## src/rtl/speed_pwm_pkg.sv

```systemverilog
// Shared types and constants for the speed PWM driver: slew FSM states,
// duty width and the three duty levels requested by the ramp-start FSM.
package speed_pwm_pkg;

  localparam int DUTY_W = 7;

  localparam logic [DUTY_W-1:0] DUTY_0   = 7'd0;
  localparam logic [DUTY_W-1:0] DUTY_30  = 7'd30;
  localparam logic [DUTY_W-1:0] DUTY_50  = 7'd50;
  localparam logic [DUTY_W-1:0] DUTY_100 = 7'd100;

  typedef enum logic [1:0] {
    IDLE,
    RAMP_UP,
    RAMP_DOWN,
    HOLD
  } state_e;

  // Highest asserted level wins; a deasserted enable forces the target to 0.
  function automatic logic [DUTY_W-1:0] decode_target(
    input logic en,
    input logic l30,
    input logic l50,
    input logic l100
  );
    if (!en)       return DUTY_0;
    else if (l100) return DUTY_100;
    else if (l50)  return DUTY_50;
    else if (l30)  return DUTY_30;
    else           return DUTY_0;
  endfunction

endpackage

```

## src/rtl/speed_pwm_driver_pwm_core.sv

```systemverilog
// PWM generator: period counter, period-boundary duty shadow and registered
// comparator. With SPEED_PWM_FAST_STOP_EN a stop input clears the shadow at once.
module pwm_core
  import speed_pwm_pkg::*;
#(
  parameter int PWM_STEPS = 100
) (
  input  logic              clk,
  input  logic              reset,
  input  logic [DUTY_W-1:0] duty_cur,
`ifdef SPEED_PWM_FAST_STOP_EN
  input  logic              stop,
`endif
  output logic              pwm_out
);

  localparam int CNT_W = (PWM_STEPS > 1) ? $clog2(PWM_STEPS) : 1;
  localparam int CMP_W = (CNT_W > DUTY_W) ? CNT_W : DUTY_W;
  localparam logic [CNT_W-1:0] CNT_LAST = CNT_W'(PWM_STEPS - 1);

  logic [CNT_W-1:0]  pwm_cnt;
  logic [DUTY_W-1:0] duty_applied;
  logic              period_end;
  logic [CMP_W-1:0]  cnt_x;
  logic [CMP_W-1:0]  duty_x;

  assign period_end = (pwm_cnt == CNT_LAST);
  assign cnt_x      = CMP_W'(pwm_cnt);
  assign duty_x     = CMP_W'(duty_applied);

  // NOTE: state registers use non-blocking assignments so every flop samples
  // pre-edge values; blocking here would let pwm_out see the new shadow early.
  always_ff @(posedge clk or negedge reset) begin
    if (!reset) begin
      pwm_cnt      <= '0;
      duty_applied <= '0;
      pwm_out      <= 1'b0;
    end else begin
      pwm_cnt <= period_end ? '0 : pwm_cnt + 1'b1;
      // Full duty keeps every count below duty_applied, so no wrap glitch.
      pwm_out <= (cnt_x < duty_x);
`ifdef SPEED_PWM_FAST_STOP_EN
      if (stop)            duty_applied <= '0;
      else if (period_end) duty_applied <= duty_cur;
`else
      if (period_end)      duty_applied <= duty_cur;
`endif
    end
  end

endmodule

```

## src/rtl/speed_pwm_driver.sv

```systemverilog
// Slewed-duty motor PWM driver fed by the ramp-start FSM's one-hot levels.
// Optional macro SPEED_PWM_FAST_STOP_EN: a zero target clears the duty at once.
module speed_pwm_driver
  import speed_pwm_pkg::*;
#(
  parameter int PWM_STEPS = 100,
  parameter int SLEW_DIV  = 1000,
  parameter int SLEW_W    = (SLEW_DIV > 1) ? $clog2(SLEW_DIV) : 1
) (
  input  logic              clk,
  input  logic              reset,
  input  logic              lvl_30,
  input  logic              lvl_50,
  input  logic              lvl_100,
  input  logic              enable,
  output logic              pwm_out,
  output logic [DUTY_W-1:0] duty_cur,
  output logic              at_target,
  output logic              lvl_err
);

  logic [SLEW_W-1:0] slew_cnt;
  logic              slew_tick;
  logic [DUTY_W-1:0] target;
  logic              multi_lvl;
  logic              go_up;
  logic              go_down;
  logic [DUTY_W-1:0] duty_nxt;
  state_e            state;
  state_e            state_nxt;
`ifdef SPEED_PWM_FAST_STOP_EN
  logic              fast_stop;
`endif

  assign target    = decode_target(enable, lvl_30, lvl_50, lvl_100);
  assign multi_lvl = (lvl_30 & lvl_50) | (lvl_30 & lvl_100) | (lvl_50 & lvl_100);
  assign slew_tick = (slew_cnt == SLEW_W'(SLEW_DIV - 1));
  assign go_up     = (target > duty_cur);
  assign go_down   = (target < duty_cur);

  // Prescaler free-runs in every state so the step rate never drifts.
  always_ff @(posedge clk or negedge reset) begin
    if (!reset) slew_cnt <= '0;
    else        slew_cnt <= slew_tick ? '0 : slew_cnt + 1'b1;
  end

  // NOTE: every output of this block gets a default first, so no path can
  // leave a variable unassigned and infer a latch.
  always_comb begin
    duty_nxt  = duty_cur;
    state_nxt = state;
`ifdef SPEED_PWM_FAST_STOP_EN
    fast_stop = 1'b0;
`endif
    case (state)
      IDLE: begin
        if (go_up) state_nxt = RAMP_UP;
      end
      RAMP_UP: begin
        if (go_down) begin
          state_nxt = RAMP_DOWN;
        end else if (!go_up) begin
          state_nxt = (target == DUTY_0) ? IDLE : HOLD;
        end else if (slew_tick && duty_cur < DUTY_100) begin
          duty_nxt = duty_cur + 1'b1;
          if (duty_nxt == target) state_nxt = HOLD;
        end
      end
      RAMP_DOWN: begin
        if (go_up) begin
          state_nxt = RAMP_UP;
        end else if (!go_down) begin
          state_nxt = (target == DUTY_0) ? IDLE : HOLD;
        end else if (slew_tick && duty_cur != DUTY_0) begin
          duty_nxt = duty_cur - 1'b1;
          if (duty_nxt == target) state_nxt = (target == DUTY_0) ? IDLE : HOLD;
        end
      end
      HOLD: begin
        if (go_up)        state_nxt = RAMP_UP;
        else if (go_down) state_nxt = RAMP_DOWN;
      end
      default: state_nxt = IDLE;
    endcase
`ifdef SPEED_PWM_FAST_STOP_EN
    if (target == DUTY_0 && state != IDLE) begin
      fast_stop = 1'b1;
      duty_nxt  = DUTY_0;
      state_nxt = IDLE;
    end
`endif
  end

  always_ff @(posedge clk or negedge reset) begin
    if (!reset) begin
      state     <= IDLE;
      duty_cur  <= DUTY_0;
      at_target <= 1'b1;
      lvl_err   <= 1'b0;
    end else begin
      state     <= state_nxt;
      duty_cur  <= duty_nxt;
      at_target <= (duty_cur == target);
      lvl_err   <= multi_lvl;
    end
  end

  pwm_core #(
    .PWM_STEPS (PWM_STEPS)
  ) u_pwm_core (
    .clk      (clk),
    .reset    (reset),
    .duty_cur (duty_cur),
`ifdef SPEED_PWM_FAST_STOP_EN
    .stop     (fast_stop),
`endif
    .pwm_out  (pwm_out)
  );

endmodule

```

## config.mk

```make
export PLATFORM = sky130hd
export DESIGN_NAME = speed_pwm_driver
export DESIGN_NICKNAME = d
export VERILOG_FILES = /design/src/rtl/speed_pwm_pkg.sv /design/src/rtl/speed_pwm_driver_pwm_core.sv /design/src/rtl/speed_pwm_driver.sv
export SDC_FILE = /design/constraint.sdc
export NUM_CORES = 1
export LEC_CHECK = 0
export CAP_MARGIN = 20
export CORE_ASPECT_RATIO = 0.6
export CORE_MARGIN = 4
export CORE_UTILIZATION = 57
export DETAILED_ROUTE_END_ITERATION = 8
export GPL_ROUTABILITY_DRIVEN = 0
export PLACE_DENSITY_LB_ADDON = 0.3
export REMOVE_ABC_BUFFERS = 1
export SLEW_MARGIN = 20
export SYNTH_ARGS = -nofsm -noshare
export SYNTH_HDL_FRONTEND = slang
export SYNTH_HIERARCHICAL = 1
export SYNTH_SLANG_ARGS = --single-unit
export TNS_END_PERCENT = 20
```

## constraint.sdc

```tcl
create_clock -name clk -period 3.83 [get_ports clk]
set_clock_uncertainty 0.2 [all_clocks]
set_input_delay 1.149 -clock clk [delete_from_list [all_inputs] [get_ports clk]]
set_output_delay 1.149 -clock clk [all_outputs]
set_load 0.01 [all_outputs]
```

== Yosys cells after proc, flatten, opt, wreduce, memory -nomap -nowiden ==
Index checks and enable logic that the tools add are counted.
Word-level totals
  register bits: 36
  output and inout port bits: 10
Operators by class
  add/sub/neg operators: 4
  order comparisons: 4
  eq/ne operators: 20
  multiplexer cells: 26
  bitwise operators: 5
  reduce and logical (&&, ||, !) cells: 8
Operator list (count)
  7-bit 2-to-1 mux: 9
  2-bit 2-to-1 mux: 12
  7-bit == test: 3
  4-bit != test (second input constant): 4
  7-bit by 1-bit adder with 7-bit output (second input constant): 2
  7-bit < comparator: 2
  2-bit != test (second input constant): 7
  7-bit case mux with 2 select lines: 1
  10-bit by 1-bit adder with 10-bit output (second input constant): 1
  10-bit == test (second input constant): 1
  10-bit 2-to-1 mux: 1
  2-bit case mux with 4 select lines: 1
  7-bit == test (second input constant): 1
  7-bit greater-than comparator: 1
  7-bit logical NOT: 1
  7-bit < comparator (second input constant): 1
  7-bit AND reduction: 1
  7-bit nonzero test: 1
  7-bit by 1-bit subtractor with 7-bit output (second input constant): 1
  6-bit 2-to-1 mux: 1
  6-bit AND reduction: 1
  5-bit 2-to-1 mux: 1
  2-bit == test (second input constant): 2
  1-bit AND: 3
  6 further kinds: 8

== Longest topological paths before layout ==
  depth after elaboration: 11
  gate-level depth with buffers: 12
  gate-level depth less buffers: 11

== By module ==
Netlist, hierarchy kept.
Modules (own cells, without submodules)
  speed_pwm_driver: times used 1, cells an instance 193, area an instance 1624.1 um^2, sequential area each 526.8 um^2
  pwm_core: times used 1, cells an instance 63, area an instance 753.2 um^2, sequential area each 375.4 um^2

== Worst setup path before layout ==
Ideal clock, no wire load.
  path kind: in2reg
  start point: input port lvl_50
  end point: register state[1]
  arrival time: 3.333 ns
  path slack: 0.169 ns
  cell stages on the path: 11
  path buffers: 0
  cell sequence: nor2_1 > or3b_1 > inv_1 > ha_1 > and4_1 > and3_1 > o21ba_2 > o31ai_1 > a31o_1 > and4b_1 > mux2_1
Between the ends
  word-level cells in the longest chain between the ends: 10
RTL lines
  start: declaration: RTL line speed_pwm_driver.sv:13  | input logic lvl_50,
  6-bit 2-to-1 mux *: RTL line speed_pwm_pkg.sv:28  | else if (l50) return DUTY_50;
  7-bit 2-to-1 mux *: RTL line speed_pwm_pkg.sv:27  | else if (l100) return DUTY_100;
  7-bit 2-to-1 mux *: RTL line speed_pwm_pkg.sv:26  | if (!en) return DUTY_0;
  7-bit logical NOT: RTL line speed_pwm_driver.sv:63, speed_pwm_driver.sv:73, speed_pwm_driver.sv:76
  2-bit 2-to-1 mux: RTL line speed_pwm_driver.sv:63, speed_pwm_driver.sv:73, speed_pwm_driver.sv:76
  2-bit 2-to-1 mux: RTL line speed_pwm_driver.sv:76  | if (duty_nxt == target) state_nxt = (target == DUTY_0) ? IDLE : HOLD;
  2-bit 2-to-1 mux: RTL line speed_pwm_driver.sv:74  | end else if (slew_tick && duty_cur != DUTY_0) begin
  2-bit 2-to-1 mux: RTL line speed_pwm_driver.sv:72  | end else if (!go_down) begin
  2-bit 2-to-1 mux: RTL line speed_pwm_driver.sv:70  | if (go_up) begin
  2-bit case mux with 4 select lines: RTL line speed_pwm_driver.sv:55  | case (state)
  end signal: assignment: RTL line speed_pwm_driver.sv:101  | state <= state_nxt;
  end: declaration: RTL line speed_pwm_driver.sv:29  | state_e state;
Every way passes the cells marked *; elsewhere a longest branch is shown, timed or not. The select of a mux whose other input is x is not followed.
A chain may end at the register's enable or synchronous reset.

== Final worst setup path ==
  start point: input port lvl_50
  end point: register state[0]
Same word-level chain as after synthesis.

==> run_results.csv <==
group,metric,value,unit
yosys,synth_edf_count,0,
timing,tightestPinTransition,0.775,ns
final_layout,fin_util,73.9,%
worst_setup_path,start_kind,"primary input",
yosys,yosysWarnings,6,
yosys,avgSynthCellArea,9.29,um2
final_layout,fin_nets,316,
worst_setup_path,crit_fanout,4,
clock_network,path_clk_slew,0.07,ns
power,p_per_area,314,nW/um2
floorplan,io_pins,16,
clock_network,cts_tree,"built",
yosys,syn_area,2380,um2
floorplan,core_area,3830,um2
floorplan,die_w,91.4,um
routing,wl,5360,um
final_layout,seq_area,902,um2
final_layout,syn_to_final_growth,18.9,%
yosys,yosysUniqueCellTypes,51,
timing,drv_slew,0,
routing,remaining_drc_errors,0,
power,p_int,635,uW
power,p_switching,252,uW
floorplan,rows,17,
grt,first_global_vias,1869,
routing,first_pass_iters,5,
grt,overflow,0,
final_layout,n_antenna_cell,0,
grt,track_usage,21.4,%
timing,min_period_over_period,98.0,%
clock_network,clock_latency,0.28,ns
clock_network,clock-root-buffer,"clkbuf_8",
power,seqPwrFrac,46.9,%
clock_network,cts.sinks,36,
yosys,ys_seq_area_share,37.9,%
timing,finalSetupTns,0,ns
job,max_cap_violations,0,
power,swShare,28.4,%
place,port_buffers,15,
timing,setup_viol,0,
grt,grt_pass1_wl,8980,um
worst_setup_path,startpoint,"lvl_50",
worst_setup_path,required,3.80,ns
routing,wl_per_cell,15.8,um
final_layout,fill_cells,274,
worst_setup_path,criticalPathCategory,"primary input to flip-flop",
worst_setup_path,cp.arrival,3.72,ns
worst_setup_path,r2r_start,"duty_cur[0]",
min_path,hold_path_class,"flip-flop to flip-flop",
final_layout,multiInputGateArea,1400,um2
floorplan,initial_core_util,62.1,%
place,hpwl,4020,um
power,combPwrFrac,20.9,%
timing,timing.final.crit_period,3.75,ns
place,place_inst,330,
worst_setup_path,slowest_delay,0.40,ns
floorplan,die_area,5300,um2
routing,drtAntennaViolNets,0,
worst_setup_path,end_kind,"flip-flop",
floorplan,die_h,58.0,um
routing,vias_per_cell,5.81,
routing,drt_iter0_drc,118,
routing,vias,1977,
timing,final_hold_viol_count,0,
worst_setup_path,crit_chain,"dlygate4sd2_1, nor2_2, or3b_4, inv_2, ha_1, nor2b_1, or3_1, a31oi_2, buf_4, nand4b_1, and4b_1, mux2_1",
clock_network,max-clock-path-buffers,2,
min_path,hold_start,"slew_cnt[9]",
clock_network,cts_inserted_buffers,5,
final_layout,drive_gt1_share,18.4,%
grt,grt_start_max_net_pins,37,
power,power.clock.fraction,32.2,%
clock_network,htreeDepth,2,
final_layout,final_cells,340,
yosys,synthesis.instances,256,
clock_network,cts_hold_buffers,0,
timing,max_slew_margin,48.3,%
outcome,outcome,"complete, no violations",
grt,grt_antenna_before_repair,0,
timing,maxClockFrequency,267,MHz
power,power.total,887,uW
power,leakagePower,0.00127,uW
worst_setup_path,cpMaxStageDelayCell,"or3b_4",
yosys,synth-main-ff-cell,"dfrtp_1",
yosys,synth-seq-cells,36,
power,peakVddDrop,0.201,mV
yosys,synthArstFlopShare,100,%
==> synthesized netlist by cell type, types with 6 or more instances <==
library cell,n,area [um2]
nor2_1,25,93.8
xnor2_1,21,184
nand2_1,18,67.6
nand3_1,18,90.1
nor3_1,6,30.0
ha_1,17,213
inv_1,14,52.6
and3_1,7,43.8
o21ai_0,10,50.1
nor2b_1,6,37.5
a21oi_1,11,55.1
mux2_2,8,90.1
dfrtp_1,35,876
==> timing repair <==
item | CTS | global route
gates resized for setup | 8 | 2
setup endpoints to repair | 6 | 2
pin swaps | 4 | 3
setup buffers | 2 | 1
==> sequential cells by signal, summed over array words and instances, names as in the netlist <==
register / count
slew_cnt: 10
duty_cur: 7
u_pwm_core/cnt_x: 7
u_pwm_core/duty_applied: 7
state: 2
at_target: 1
lvl_err: 1
u_pwm_core/pwm_out: 1
==> logic make-up after synthesis <==
family                     count (synthesis)  share of synthesized area (%)
DFF                                       36                           37.9
xor gates and xnor gates                  25                           9.53
adders and majority gates                 17                           8.95
and+or+nand+nor                          100                           22.4
AOI/OAI and AO/OA                         42                           11.2
buffers and inverters                     23                           3.95
muxes                                     13                           6.00
==> layout make-up <==
cell class	instances	area share, %
Clock buffer	7	3.41
Sequential cell	36	31.9
Timing Repair Buffer	38	11.1
Multi-Input combinational cell	197	49.6
Inverter	15	1.99
Tap cell	47	2.08
==> routing by layer <==
metal / global-route usage, % / up-vias / wire, um
li1: - / 971 / -
met1: 31.7 / 924 / 2700
met2: 30.3 / 75 / 2210
met3: 7.13 / 7 / 412
met4: 4.72 / 0 / 38
met5: 0 / - / 0
==> cells in the final DEF, fill, tap and decap left out, types with 4 or more instances in the layout <==
cell type and count:
clkdlybuf4s50_1 10, and3_1 7, dfrtp_1 35, xnor2_1 21, inv_1 13, a21oi_1 11
a31oi_1 4, nor2b_1 6, nand3_1 18, clkbuf_8 7, o21ai_0 10, buf_4 23
nor2_1 24, ha_1 17, nand2_1 18, dlygate4sd2_1 4, nor3_1 6, mux2_2 8
==> power groups by stage <==
stage                     registers [uW]  logic (uW)  clock network [uW]
final                                416         185                 286
after global routing                 419         203                 306
after CTS                            414         180                 293
after detailed placement             421         177                   0
after global placement               421         170                   0
after floorplan                      416         117                   0
==> critical path: cells and delay by family <==
family	cells	cell delay (ns)
buffers and inverters	3	0.47
adder cells (fa/ha/maj)	1	0.22
AO/OA/AOI/OAI	1	0.22
multiplexers	1	0.32
AND/OR/NAND/NOR	6	1.33
==> stage by stage <==
stage	cell area [um2]	setup WS, ns	hold slack [ns]
floorplan	2340	0.172	0.244
global placement	2690	-0.335	0.270
detailed placement	2690	-0.477	0.284
CTS	2810	0.0636	0.293
global route	2830	-0.0147	0.299
finish	2830	0.0784	0.289
==> worst paths after layout <==
| path | to | slack, ns | cells after the start |
|---|---|---|---|
| hold reg to reg | slew_cnt[9] | 0.29 | 1 |
| min in group asynchronous | lvl_err | 0.74 | 1 |
| setup / recovery | state[0] | 0.08 | 12 |
| max in group asynchronous | duty_cur[6] | 2.20 | 1 |
| hold / removal | slew_cnt[9] | 0.29 | 1 |
| setup reg to reg | state[0] | 0.82 | 7 |
Note: power is estimated with default switching activity, not from simulation.
